<file path="src/rtl/lcd_timing_receiver.sv">
// ---------------------------------------------------------------------------
// LcdTimingReceiver (module lcd_timing_receiver)
//
// Receiving end of an LCD timing interface. It recovers per-pixel x/y
// coordinates from an hs_n / vs_n / data_enable stream qualified by a pixel
// tick. It also measures the line and frame geometry, and it declares lock
// once two consecutive complete frames agree with each other and with the
// expected visible size.
//
// Ports:
//   clock        system clock
//   reset        synchronous reset, active high (overrides tick)
//   tick         pixel strobe; inputs are sampled only on tick cycles
//   hs_n, vs_n   horizontal / vertical sync, active low
//   data_enable  active-pixel qualifier
//   x, y         recovered pixel column / row (saturate at 1023)
//   pixel_valid  x/y refer to a visible pixel
//   frame_start  one-clock pulse at the first visible pixel of a frame
//   h_total      ticks per line (hs_n fall to hs_n fall)
//   v_total      lines per frame (hs_n falls between vs_n falls)
//   h_active     data_enable-high ticks of the last complete line
//   v_active     lines containing data_enable in the last complete frame
//   locked       geometry stable and equal to H_ACT x V_ACT
//   error        one-clock pulse on loss of lock
// ---------------------------------------------------------------------------
module lcd_timing_receiver #(
    parameter int H_ACT = 800,
    parameter int V_ACT = 480,
    parameter int MAX_H = 2047
) (
    input  logic        clock,
    input  logic        reset,
    input  logic        tick,
    input  logic        hs_n,
    input  logic        vs_n,
    input  logic        data_enable,
    output logic [9:0]  x,
    output logic [9:0]  y,
    output logic        pixel_valid,
    output logic        frame_start,
    output logic [10:0] h_total,
    output logic [10:0] v_total,
    output logic [10:0] h_active,
    output logic [10:0] v_active,
    output logic        locked,
    output logic        error
);

    typedef enum logic [1:0] {
        SEARCH,
        MEASURE,
        LOCKED
    } state_t;

    localparam logic [10:0] MAX_CNT = 11'(MAX_H);
    localparam logic [10:0] H_ACT_C = 11'(H_ACT);
    localparam logic [10:0] V_ACT_C = 11'(V_ACT);
    localparam logic [9:0]  MAX_POS = 10'd1023;

    state_t      state_q;

    logic        hsPrev_q;
    logic        vsPrev_q;
    logic        dePrev_q;

    logic [10:0] hCnt_q, hCnt_d;
    logic [10:0] deCnt_q, deCnt_d;
    logic [10:0] lineCnt_q, lineCnt_d;
    logic [10:0] deLineCnt_q, deLineCnt_d;
    logic [10:0] lineNext;

    logic [10:0] hTotal_q, hTotal_d;
    logic [10:0] vTotal_q, vTotal_d;
    logic [10:0] hActive_q, hActive_d;
    logic [10:0] vActive_q, vActive_d;

    logic [10:0] refHTotal_q;
    logic [10:0] refVTotal_q;
    logic [10:0] refHActive_q;
    logic [10:0] refVActive_q;

    logic [9:0]  x_q, x_d;
    logic [9:0]  y_q, y_d;
    logic        pixelValid_q, pixelValid_d;
    logic        frameStart_q, frameStart_d;
    logic        frameArmed_q, frameArmed_d;
    logic        armedNow;
    logic        locked_q;
    logic        error_q;

    logic        hsFall;
    logic        vsFall;
    logic        deRise;
    logic        deFall;
    logic        hCntSaturating;
    logic        frameMatch;
    logic        lossOfLock;

    function automatic logic [10:0] satInc11(input logic [10:0] v);
        return (v >= MAX_CNT) ? MAX_CNT : v + 11'd1;
    endfunction

    function automatic logic [9:0] satInc10(input logic [9:0] v);
        return (v == MAX_POS) ? MAX_POS : v + 10'd1;
    endfunction

    // Edge detection against the sample taken on the previous tick. These
    // are only acted upon on tick cycles.
    assign hsFall = hsPrev_q & ~hs_n;
    assign vsFall = vsPrev_q & ~vs_n;
    assign deRise = ~dePrev_q & data_enable;
    assign deFall = dePrev_q & ~data_enable;

    // Geometry counters. The line counter includes an hs_n fall that lands
    // on the same tick as the vs_n fall, so that line closes the old frame.
    // A data_enable rise on the vs_n fall tick belongs to the new frame.
    always_comb begin
        hCnt_d      = hsFall ? 11'd0 : satInc11(hCnt_q);
        hTotal_d    = hsFall ? satInc11(hCnt_q) : hTotal_q;

        deCnt_d     = deCnt_q;
        if (deRise) begin
            deCnt_d = 11'd1;
        end else if (data_enable) begin
            deCnt_d = satInc11(deCnt_q);
        end
        hActive_d   = deFall ? deCnt_q : hActive_q;

        lineNext    = hsFall ? satInc11(lineCnt_q) : lineCnt_q;
        lineCnt_d   = vsFall ? 11'd0 : lineNext;
        vTotal_d    = vsFall ? lineNext : vTotal_q;

        vActive_d   = vsFall ? deLineCnt_q : vActive_q;
        deLineCnt_d = deLineCnt_q;
        if (vsFall) begin
            deLineCnt_d = deRise ? 11'd1 : 11'd0;
        end else if (deRise) begin
            deLineCnt_d = satInc11(deLineCnt_q);
        end
    end

    // Pixel coordinate tracking. A vs_n fall arms the next data_enable rise
    // to become row 0 of a new frame.
    always_comb begin
        armedNow     = frameArmed_q | vsFall;
        x_d          = x_q;
        y_d          = y_q;
        pixelValid_d = pixelValid_q;
        frameStart_d = 1'b0;
        frameArmed_d = armedNow;
        if (deRise) begin
            x_d          = 10'd0;
            pixelValid_d = 1'b1;
            frameArmed_d = 1'b0;
            if (armedNow) begin
                y_d          = 10'd0;
                frameStart_d = 1'b1;
            end else begin
                y_d = satInc10(y_q);
            end
        end else if (data_enable) begin
            x_d          = satInc10(x_q);
            pixelValid_d = 1'b1;
        end else begin
            x_d          = 10'd0;
            pixelValid_d = 1'b0;
        end
    end

    // Lock qualification. The line counter reaching saturation without an
    // hs_n fall is the single tick on which a stuck input is reported.
    always_comb begin
        hCntSaturating = ~hsFall && (hCnt_q == MAX_CNT - 11'd1);
        frameMatch     = (hTotal_d == refHTotal_q) && (vTotal_d == refVTotal_q) &&
                         (hActive_d == refHActive_q) && (vActive_d == refVActive_q) &&
                         (hActive_d == H_ACT_C) && (vActive_d == V_ACT_C);
        lossOfLock     = (hsFall && (hTotal_d != refHTotal_q)) ||
                         (deFall && (deCnt_q != H_ACT_C)) ||
                         (vsFall && ((vTotal_d != refVTotal_q) ||
                                     (vActive_d != refVActive_q))) ||
                         hCntSaturating;
    end

    // All state advances only on tick cycles; the two pulses are cleared on
    // every clock so they last exactly one clock. The FSM only acts on
    // frame boundaries until it is locked, after which any disagreeing
    // line, active width or frame drops it back to MEASURE with the new
    // values as the reference.
    always_ff @(posedge clock) begin
        if (reset) begin
            state_q      <= SEARCH;
            hsPrev_q     <= 1'b1;
            vsPrev_q     <= 1'b1;
            dePrev_q     <= 1'b0;
            hCnt_q       <= '0;
            deCnt_q      <= '0;
            lineCnt_q    <= '0;
            deLineCnt_q  <= '0;
            hTotal_q     <= '0;
            vTotal_q     <= '0;
            hActive_q    <= '0;
            vActive_q    <= '0;
            refHTotal_q  <= '0;
            refVTotal_q  <= '0;
            refHActive_q <= '0;
            refVActive_q <= '0;
            x_q          <= '0;
            y_q          <= '0;
            pixelValid_q <= 1'b0;
            frameStart_q <= 1'b0;
            frameArmed_q <= 1'b0;
            locked_q     <= 1'b0;
            error_q      <= 1'b0;
        end else begin
            frameStart_q <= 1'b0;
            error_q      <= 1'b0;
            if (tick) begin
                hsPrev_q     <= hs_n;
                vsPrev_q     <= vs_n;
                dePrev_q     <= data_enable;
                hCnt_q       <= hCnt_d;
                deCnt_q      <= deCnt_d;
                lineCnt_q    <= lineCnt_d;
                deLineCnt_q  <= deLineCnt_d;
                hTotal_q     <= hTotal_d;
                vTotal_q     <= vTotal_d;
                hActive_q    <= hActive_d;
                vActive_q    <= vActive_d;
                x_q          <= x_d;
                y_q          <= y_d;
                pixelValid_q <= pixelValid_d;
                frameStart_q <= frameStart_d;
                frameArmed_q <= frameArmed_d;
                case (state_q)
                    SEARCH: begin
                        if (vsFall) begin
                            state_q <= MEASURE;
                        end
                    end
                    MEASURE: begin
                        if (vsFall) begin
                            refHTotal_q  <= hTotal_d;
                            refVTotal_q  <= vTotal_d;
                            refHActive_q <= hActive_d;
                            refVActive_q <= vActive_d;
                            if (frameMatch) begin
                                state_q  <= LOCKED;
                                locked_q <= 1'b1;
                            end
                        end
                    end
                    LOCKED: begin
                        if (lossOfLock) begin
                            error_q      <= 1'b1;
                            locked_q     <= 1'b0;
                            state_q      <= MEASURE;
                            refHTotal_q  <= hTotal_d;
                            refVTotal_q  <= vTotal_d;
                            refHActive_q <= hActive_d;
                            refVActive_q <= vActive_d;
                        end
                    end
                    default: begin
                        state_q <= SEARCH;
                    end
                endcase
            end
        end
    end

    assign x           = x_q;
    assign y           = y_q;
    assign pixel_valid = pixelValid_q;
    assign frame_start = frameStart_q;
    assign h_total     = hTotal_q;
    assign v_total     = vTotal_q;
    assign h_active    = hActive_q;
    assign v_active    = vActive_q;
    assign locked      = locked_q;
    assign error       = error_q;

endmodule

</file>
<file path="config.mk">
export PLATFORM = sky130hd
export DESIGN_NAME = lcd_timing_receiver
export DESIGN_NICKNAME = d
export VERILOG_FILES = /design/src/rtl/lcd_timing_receiver.sv
export SDC_FILE = /design/constraint.sdc
export NUM_CORES = 1
export LEC_CHECK = 0
export ABC_CLOCK_PERIOD_IN_PS = 3850
export BUFFER_PORTS_ARGS = -buffer_cell sky130_fd_sc_hd__clkbuf_2
export CAP_MARGIN = 20
export CORE_MARGIN = 8
export CORE_UTILIZATION = 50
export CTS_CLUSTER_SIZE = 30
export DETAILED_ROUTE_END_ITERATION = 7
export PLACE_DENSITY_LB_ADDON = 0.25
export SLEW_MARGIN = 20
export SYNTH_ARGS = -nofsm -noshare
export SYNTH_HDL_FRONTEND = slang
export SYNTH_SLANG_ARGS = --single-unit
</file>
<file path="constraint.sdc">
create_clock -name clock -period 3.85 [get_ports clock]
set_clock_uncertainty 0.1 [all_clocks]
set_input_delay 0.77 -clock clock [delete_from_list [all_inputs] [get_ports clock]]
set_output_delay 0.77 -clock clock [all_outputs]
set_load 0.05 [all_outputs]
</file>
==> results of run 1 <==
==> report_power, final <==
group / switching (mW) / internal, mW
logic: 0.366 / 0.222
clock network: 0.734 / 1.03
registers: 0.0598 / 1.74
total: 1.16 / 2.99
==> cell usage after synthesis (all sizes together) (7+ instances only) <==
cell / instances / area, sq um
buf: 22 / 135
a311oi: 14 / 210
nand4: 13 / 96.3
nor2b: 11 / 68.8
nor4: 11 / 75.1
or3: 11 / 68.8
nand3: 42 / 210
o21ai: 58 / 290
xnor2: 20 / 175
clkbuf: 55 / 206
a21oi: 120 / 601
nand2: 139 / 522
nor3: 20 / 100
nor2: 143 / 537
dfxtp: 162 / 3240
and4: 7 / 61.3
a31oi: 12 / 75.1
a22oi: 12 / 90.1
and2: 9 / 56.3
nand2b: 23 / 144
xor2: 11 / 96.3
a211oi: 27 / 283
mux2i: 42 / 420
and3: 31 / 194
inv: 33 / 124
ha: 12 / 150
==> metal layers <==
metal  up-vias  track usage (%)  part of all wire [%]
met5         -                0                     0
met1      4103             30.1                    44
met4         0             9.40                   2.4
met2       357             35.1                    46
met3        51             4.27                   7.8
li1       4220                -                     -
==> critical path, stage by stage (launching register included) <==
cell and delay, ps:
dfxtp_1 450, nand3_1 210, or4_1 610, buf_4 210
nand4_1 100, o221ai_1 130, a2111oi_1 560, nand2_1 110
nor3b_1 270, a2bb2oi_1 190, o311ai_0 350, o41ai_1 130
==> what timing repair did <==
| action | 4_1_cts | 5_1_grt |
|---|---|---|
| setup endpoints to repair | 0 | 1 |
| gates resized for setup | 0 | 1 |
| endpoints found under the hold margin | 0 | 0 |
==> how the worst max path moves through the flow <==
stage / cells after the start / slack [ps] / end
finish: 11 / 310 / state_q[1]
CTS: 12 / 280 / refHActive_q[9]
global placement: 13 / 210 / refHActive_q[9]
global route: 11 / 60 / state_q[1]
floorplan: 11 / 600 / state_q[0]
detailed placement: 13 / 160 / refHActive_q[9]
==> layout make-up <==
class / count / area [sq um]
fill: 1639 / 7440
multi-input combinational: 874 / 5320
sequential: 162 / 3240
timing repair buffer: 118 / 768
clock buffer: 17 / 425
tap: 229 / 287
clock inverter: 15 / 180
inverter: 33 / 124
==> kinds of logic (layout without fill, tap and decap cells) <==
kind of cell | Yosys count | count (layout) | share of synthesized area [%]
muxes | 46 | 46 | 5.22
and+or+nand+nor | 476 | 476 | 25.2
adders and majority gates | 12 | 12 | 1.67
DFF | 162 | 162 | 36.1
xor gates and xnor gates | 31 | 31 | 3.02
buffers and inverters | 110 | 183 | 5.17
AOI/OAI and AO/OA | 309 | 309 | 23.7
==> layout by cell type, fill, tap and decap left out, types with 31 or more instances in the layout <==
master	instances
dfxtp_1	162
and3_1	31
nor2_1	143
a21oi_1	120
clkbuf_2	72
mux2i_1	42
nand2_1	139
buf_4	41
nand3_1	42
o21ai_0	58
inv_1	33
==> metrics by stage <==
stage / worst slack [ps] / hold slack (ps)
global route: 65.0 / 391
CTS: 277 / 376
global placement: 214 / 348
floorplan: 604 / 341
finish: 309 / 374
detailed placement: 160 / 360
==> results.json, run 1 <==
{
  "postLayoutCoreUtil_pct": 58.2,
  "syn_avg_cell_area_sq_um": 7.85,
  "floorplan.die_area_sq_um": 22500,
  "cts_buffers": 17,
  "final_hold_viol_count": 0,
  "crit_start": "hCnt_q[8]",
  "areaGrowthSynthToFinish_pct": 15.0,
  "cp_data_arrival_time_ps": 3740,
  "endpoint_kind": "register",
  "layout-drive-gt1-share_pct": 16.0,
  "worst_margin_slew_ps": 1010,
  "floorplan.core_area_sq_um": 17800,
  "vias_per_cell": 6.03,
  "cp.required_ps": 4050,
  "fin_nets": 1224,
  "timing.rr.start": "hCnt_q[8]",
  "final.min_clock_period_ps": 3540,
  "io-pin-count": 74,
  "outcome": "finished clean",
  "criticalPathCategory": "reg2reg",
  "route.final.wire_length_microns": 25200,
  "cts_tree": "done",
  "final_min_period_over_clock_period_pct": 92.0,
  "die_height_microns": 150,
  "hold_wc_path_type": "reg2reg",
  "timing.slew.headroom_pct": 32.3,
  "synth_warnings": 0,
  "detail_route_antenna_nets": 0,
  "floorplan.die.width_microns": 150,
  "grt-ovfl-total": 0,
  "synth_sequential_area_ratio_pct": 36.1,
  "diodes": 0,
  "portBuffers": 73,
  "cts.hold.buffers_added": 0,
  "power-per-cell-area_nw_per_um2": 401,
  "endpoints_failing_setup": 0,
  "capture_endpoint_of_the_worst_hold_path": "frameArmed_q",
  "postSynthRegisterBits": 162,
  "grt_antenna_before_repair": 0,
  "htreeDepth": 4,
  "worst_hold_startpoint": "frameArmed_q",
  "clkLatencyLatePin_ps": 440,
  "post_synth_num_cell_types": 65,
  "ys_dominant_reg_cell": "dfxtp_1",
  "placedInstanceArea_sq_um": 9740,
  "syn-cell-area_sq_um": 9000,
  "timing.setup.tns_ps": 0,
  "vdd_ir_drop_max_mv": 0.301,
  "clk_pin_slew_worst_paths_ps": 70,
  "cts_num_sinks": 162,
  "worst_setup_path_start_kind": "register",
  "fin_total_pwr_mw": 4.15,
  "leakagePower_nw": 3.87,
  "globalplace.congestion": 0.882,
  "pin_count_of_the_biggest_net_entering_global_routing": 141,
  "finalNonFillerCells": 1448,
  "initial_core_util_pct": 50.6,
  "max_cap_viol_count": 0,
  "synth_fp_nets": 1164,
  "drt_initial_violations": 682,
  "grt_pass1_vias": 8200,
  "detailedPlacementHpwl_microns": 17400,
  "clk_path_buf_depth": 2,
  "drt_wl_cell_microns": 17.4,
  "fp-row-count": 49,
  "total_global_routing_track_utilization_pct": 22.5,
  "worstRegToRegCells": 11,
  "placedCellCount": 1416,
  "maximum_achievable_frequency_mhz": 282,
  "layout.cell_area.non_filler_sq_um": 10300,
  "timing.hold.worst_path_depth": 2,
  "grt_pass1_wl_microns": 41400,
  "detailroute.via_count": 8731,
  "synth-edff-count": 0,
  "final_max_slew_viols": 0,
  "post_cts_buffers": 0,
  "postSynth.asyncResetShare_pct": 0,
  "r2r-end": "state_q[1]",
  "drc_errors": 0,
  "synthesized_instance_count": 1146,
  "regToRegSetupSlack_ps": 310,
  "clock-root-buffer": "clkbuf_16",
  "first_pass_iters": 6,
  "crit_fanout": 11,
  "setup_repair_after_global_routing_missed_its_margin": "false"
}
No activity file was read; power rests on OpenSTA's default activity.
==> run 2, diff against run 1 <==
--- a/config.mk
+++ b/config.mk
@@ -13,6 +13,7 @@
 export CTS_CLUSTER_SIZE = 30
 export DETAILED_ROUTE_END_ITERATION = 7
 export PLACE_DENSITY_LB_ADDON = 0.25
+export REMOVE_ABC_BUFFERS = 1
 export SLEW_MARGIN = 20
 export SYNTH_ARGS = -nofsm -noshare
 export SYNTH_HDL_FRONTEND = slang
==> results.json, run 2 (same netlist as run 1, synthesis figures left out) <==
{
  "regToRegSetupSlack_ps": 350,
  "grt_util_met2_pct": 35.7,
  "net-switching-power_mw": 1.10,
  "layout-drive-gt1-share_pct": 15.7,
  "postLayoutCoreUtil_pct": 58.1,
  "nFillCells": 1612,
  "cts_num_sinks": 162,
  "placedInstanceArea_sq_um": 9690,
  "cp.required_ps": 4030,
  "power.share.sequential_pct": 42.9,
  "layout.cells.most_common": "dfxtp_1",
  "clkLatencyLatePin_ps": 430,
  "clock-root-buffer": "clkbuf_16",
  "vdd_ir_drop_max_mv": 0.389,
  "max_cap_viol_count": 0,
  "groute.layer.met3.usage_pct": 4.21,
  "final_max_slew_viols": 0,
  "grt_antenna_before_repair": 0,
  "route.final.wire_length_microns": 24700,
  "timing.slew.headroom_pct": 54.6,
  "grt_busiest_layer": "met2",
  "grt_pass1_vias": 8089,
  "clockPowerShare_pct": 43.4,
  "swShare_pct": 26.3,
  "timing.hold.worst_path_depth": 2,
  "vias_per_cell": 5.95,
  "total_global_routing_track_utilization_pct": 22.1,
  "p_int_mw": 3.08,
  "outcome": "finished clean",
  "detailroute.via_count": 8600,
  "crit_cells": 11,
  "pin_count_of_the_biggest_net_entering_global_routing": 63,
  "maximum_achievable_frequency_mhz": 286,
  "floorplan.die_area_sq_um": 22500,
  "setup_repair_after_global_routing_missed_its_margin": "false",
  "worstPathCellList": "and4_1 -> nor3b_1 -> mux2i_1 -> xnor2_1 -> o21ai_0 -> nand4_1 -> o21ai_0 -> a31oi_4 -> buf_4 -> mux2i_1 -> nor2_1",
  "detail_route_antenna_nets": 0,
  "final_hold_viol_count": 0,
  "cts_tree": "done",
  "fin_total_pwr_mw": 4.18,
  "post_cts_buffers": 0,
  "commonest_cells_after_routing_fill_and_taps_aside": "dfxtp_1 (162), nor2_1 (143), nand2_1 (139), a21oi_1 (120), clkbuf_2 (72)",
  "seq_area_sq_um": 3240,
  "final.min_clock_period_ps": 3500,
  "cp_num_buf_inv": 1,
  "hold_wc_path_type": "reg2reg",
  "endpoint_kind": "register",
  "drt_initial_violations": 637,
  "drc_errors": 0,
  "grt_util_met1_pct": 28.2,
  "clk_pin_slew_worst_paths_ps": 60,
  "io-pin-count": 74,
  "cts_buffers": 17,
  "diodes": 0,
  "comb_power_share_pct": 13.8,
  "final_min_period_over_clock_period_pct": 90.9,
  "worst_margin_slew_ps": 680,
  "worstRegToRegCells": 11,
  "floorplan.die.width_microns": 150,
  "slowest_stage": "dfxtp_1",
  "fin_nets": 1223,
  "die_height_microns": 150,
  "endpoints_failing_setup": 0,
  "first_pass_iters": 6,
  "initial_core_util_pct": 50.6,
  "post_cts.resized_instances": 0,
  "drt_wl_cell_microns": 17.1,
  "floorplan.core_area_sq_um": 17800,
  "kind_of_cell_with_the_highest_combined_delay_on_the_critical_path": "simple AND/OR/NAND/NOR gates",
  "fp-row-count": 49,
  "cp_data_arrival_time_ps": 3680,
  "leakagePower_nw": 3.86,
  "cts.hold.buffers_added": 0,
  "clk_path_buf_depth": 2,
  "multiInputGateArea_sq_um": 5320,
  "max_stage_delay_ps": 560,
  "areaGrowthSynthToFinish_pct": 14.7,
  "grt-ovfl-total": 0,
  "detailedPlacementHpwl_microns": 17200,
  "layout.cell_area.non_filler_sq_um": 10300,
  "globalplace.congestion": 0.906,
  "criticalPathCategory": "reg2reg",
  "worst_setup_path_start_kind": "register",
  "htreeDepth": 4,
  "portBuffers": 73,
  "crit_fanout": 13,
  "power-per-cell-area_nw_per_um2": 405,
  "grt_pass1_wl_microns": 40600
}
==> run 2: per-stage QoR <==
stage	worst slack (ps)	instances	hold WS [ps]	TNS, ps
detailed placement	122	1415	360	0
finish	350	1446	373	0
CTS	368	1446	375	0
global placement	132	1415	351	0
global route	19.9	1446	404	0
floorplan	-4940	1069	341	-217960
==> run 2: path summary, 6_finish.rpt <==
check,startpoint,to
setup reg to reg,lineCnt_q[5],refHTotal_q[0]
hold / removal,frameArmed_q,frameArmed_q
hold reg to reg,frameArmed_q,frameArmed_q
setup / recovery,lineCnt_q[5],refHTotal_q[0]
==> run 2: cell type report <==
class | instances | share of cell area [%]
Clock buffer | 22 | 4.59
Clock inverter | 9 | 1.49
Inverter | 33 | 1.20
Multi-Input combinational cell | 874 | 51.5
Sequential cell | 162 | 31.4
Tap cell | 229 | 2.78
Timing Repair Buffer | 117 | 7.01
==> run 2: power groups by stage <==
stage,Clock [mW],Sequential [mW],Combinational [mW]
detailed placement,0,1.83,0.571
global route,1.91,1.80,0.630
CTS,1.84,1.79,0.573
global placement,0,1.83,0.560
finish,1.81,1.79,0.575
floorplan,0,1.86,0.364
==> run 2: tightest hold or removal path: stages, from the launching register on <==
cell and delay, ps:
dfxtp_1 330, nor2_1 50, nor2_1 70
==> run 2: per-layer routing <==
layer,vias up,wire [microns]
met2,281,11500
met1,4042,11000
met3,47,1670
li1,4230,-
met4,0,524
met5,-,0
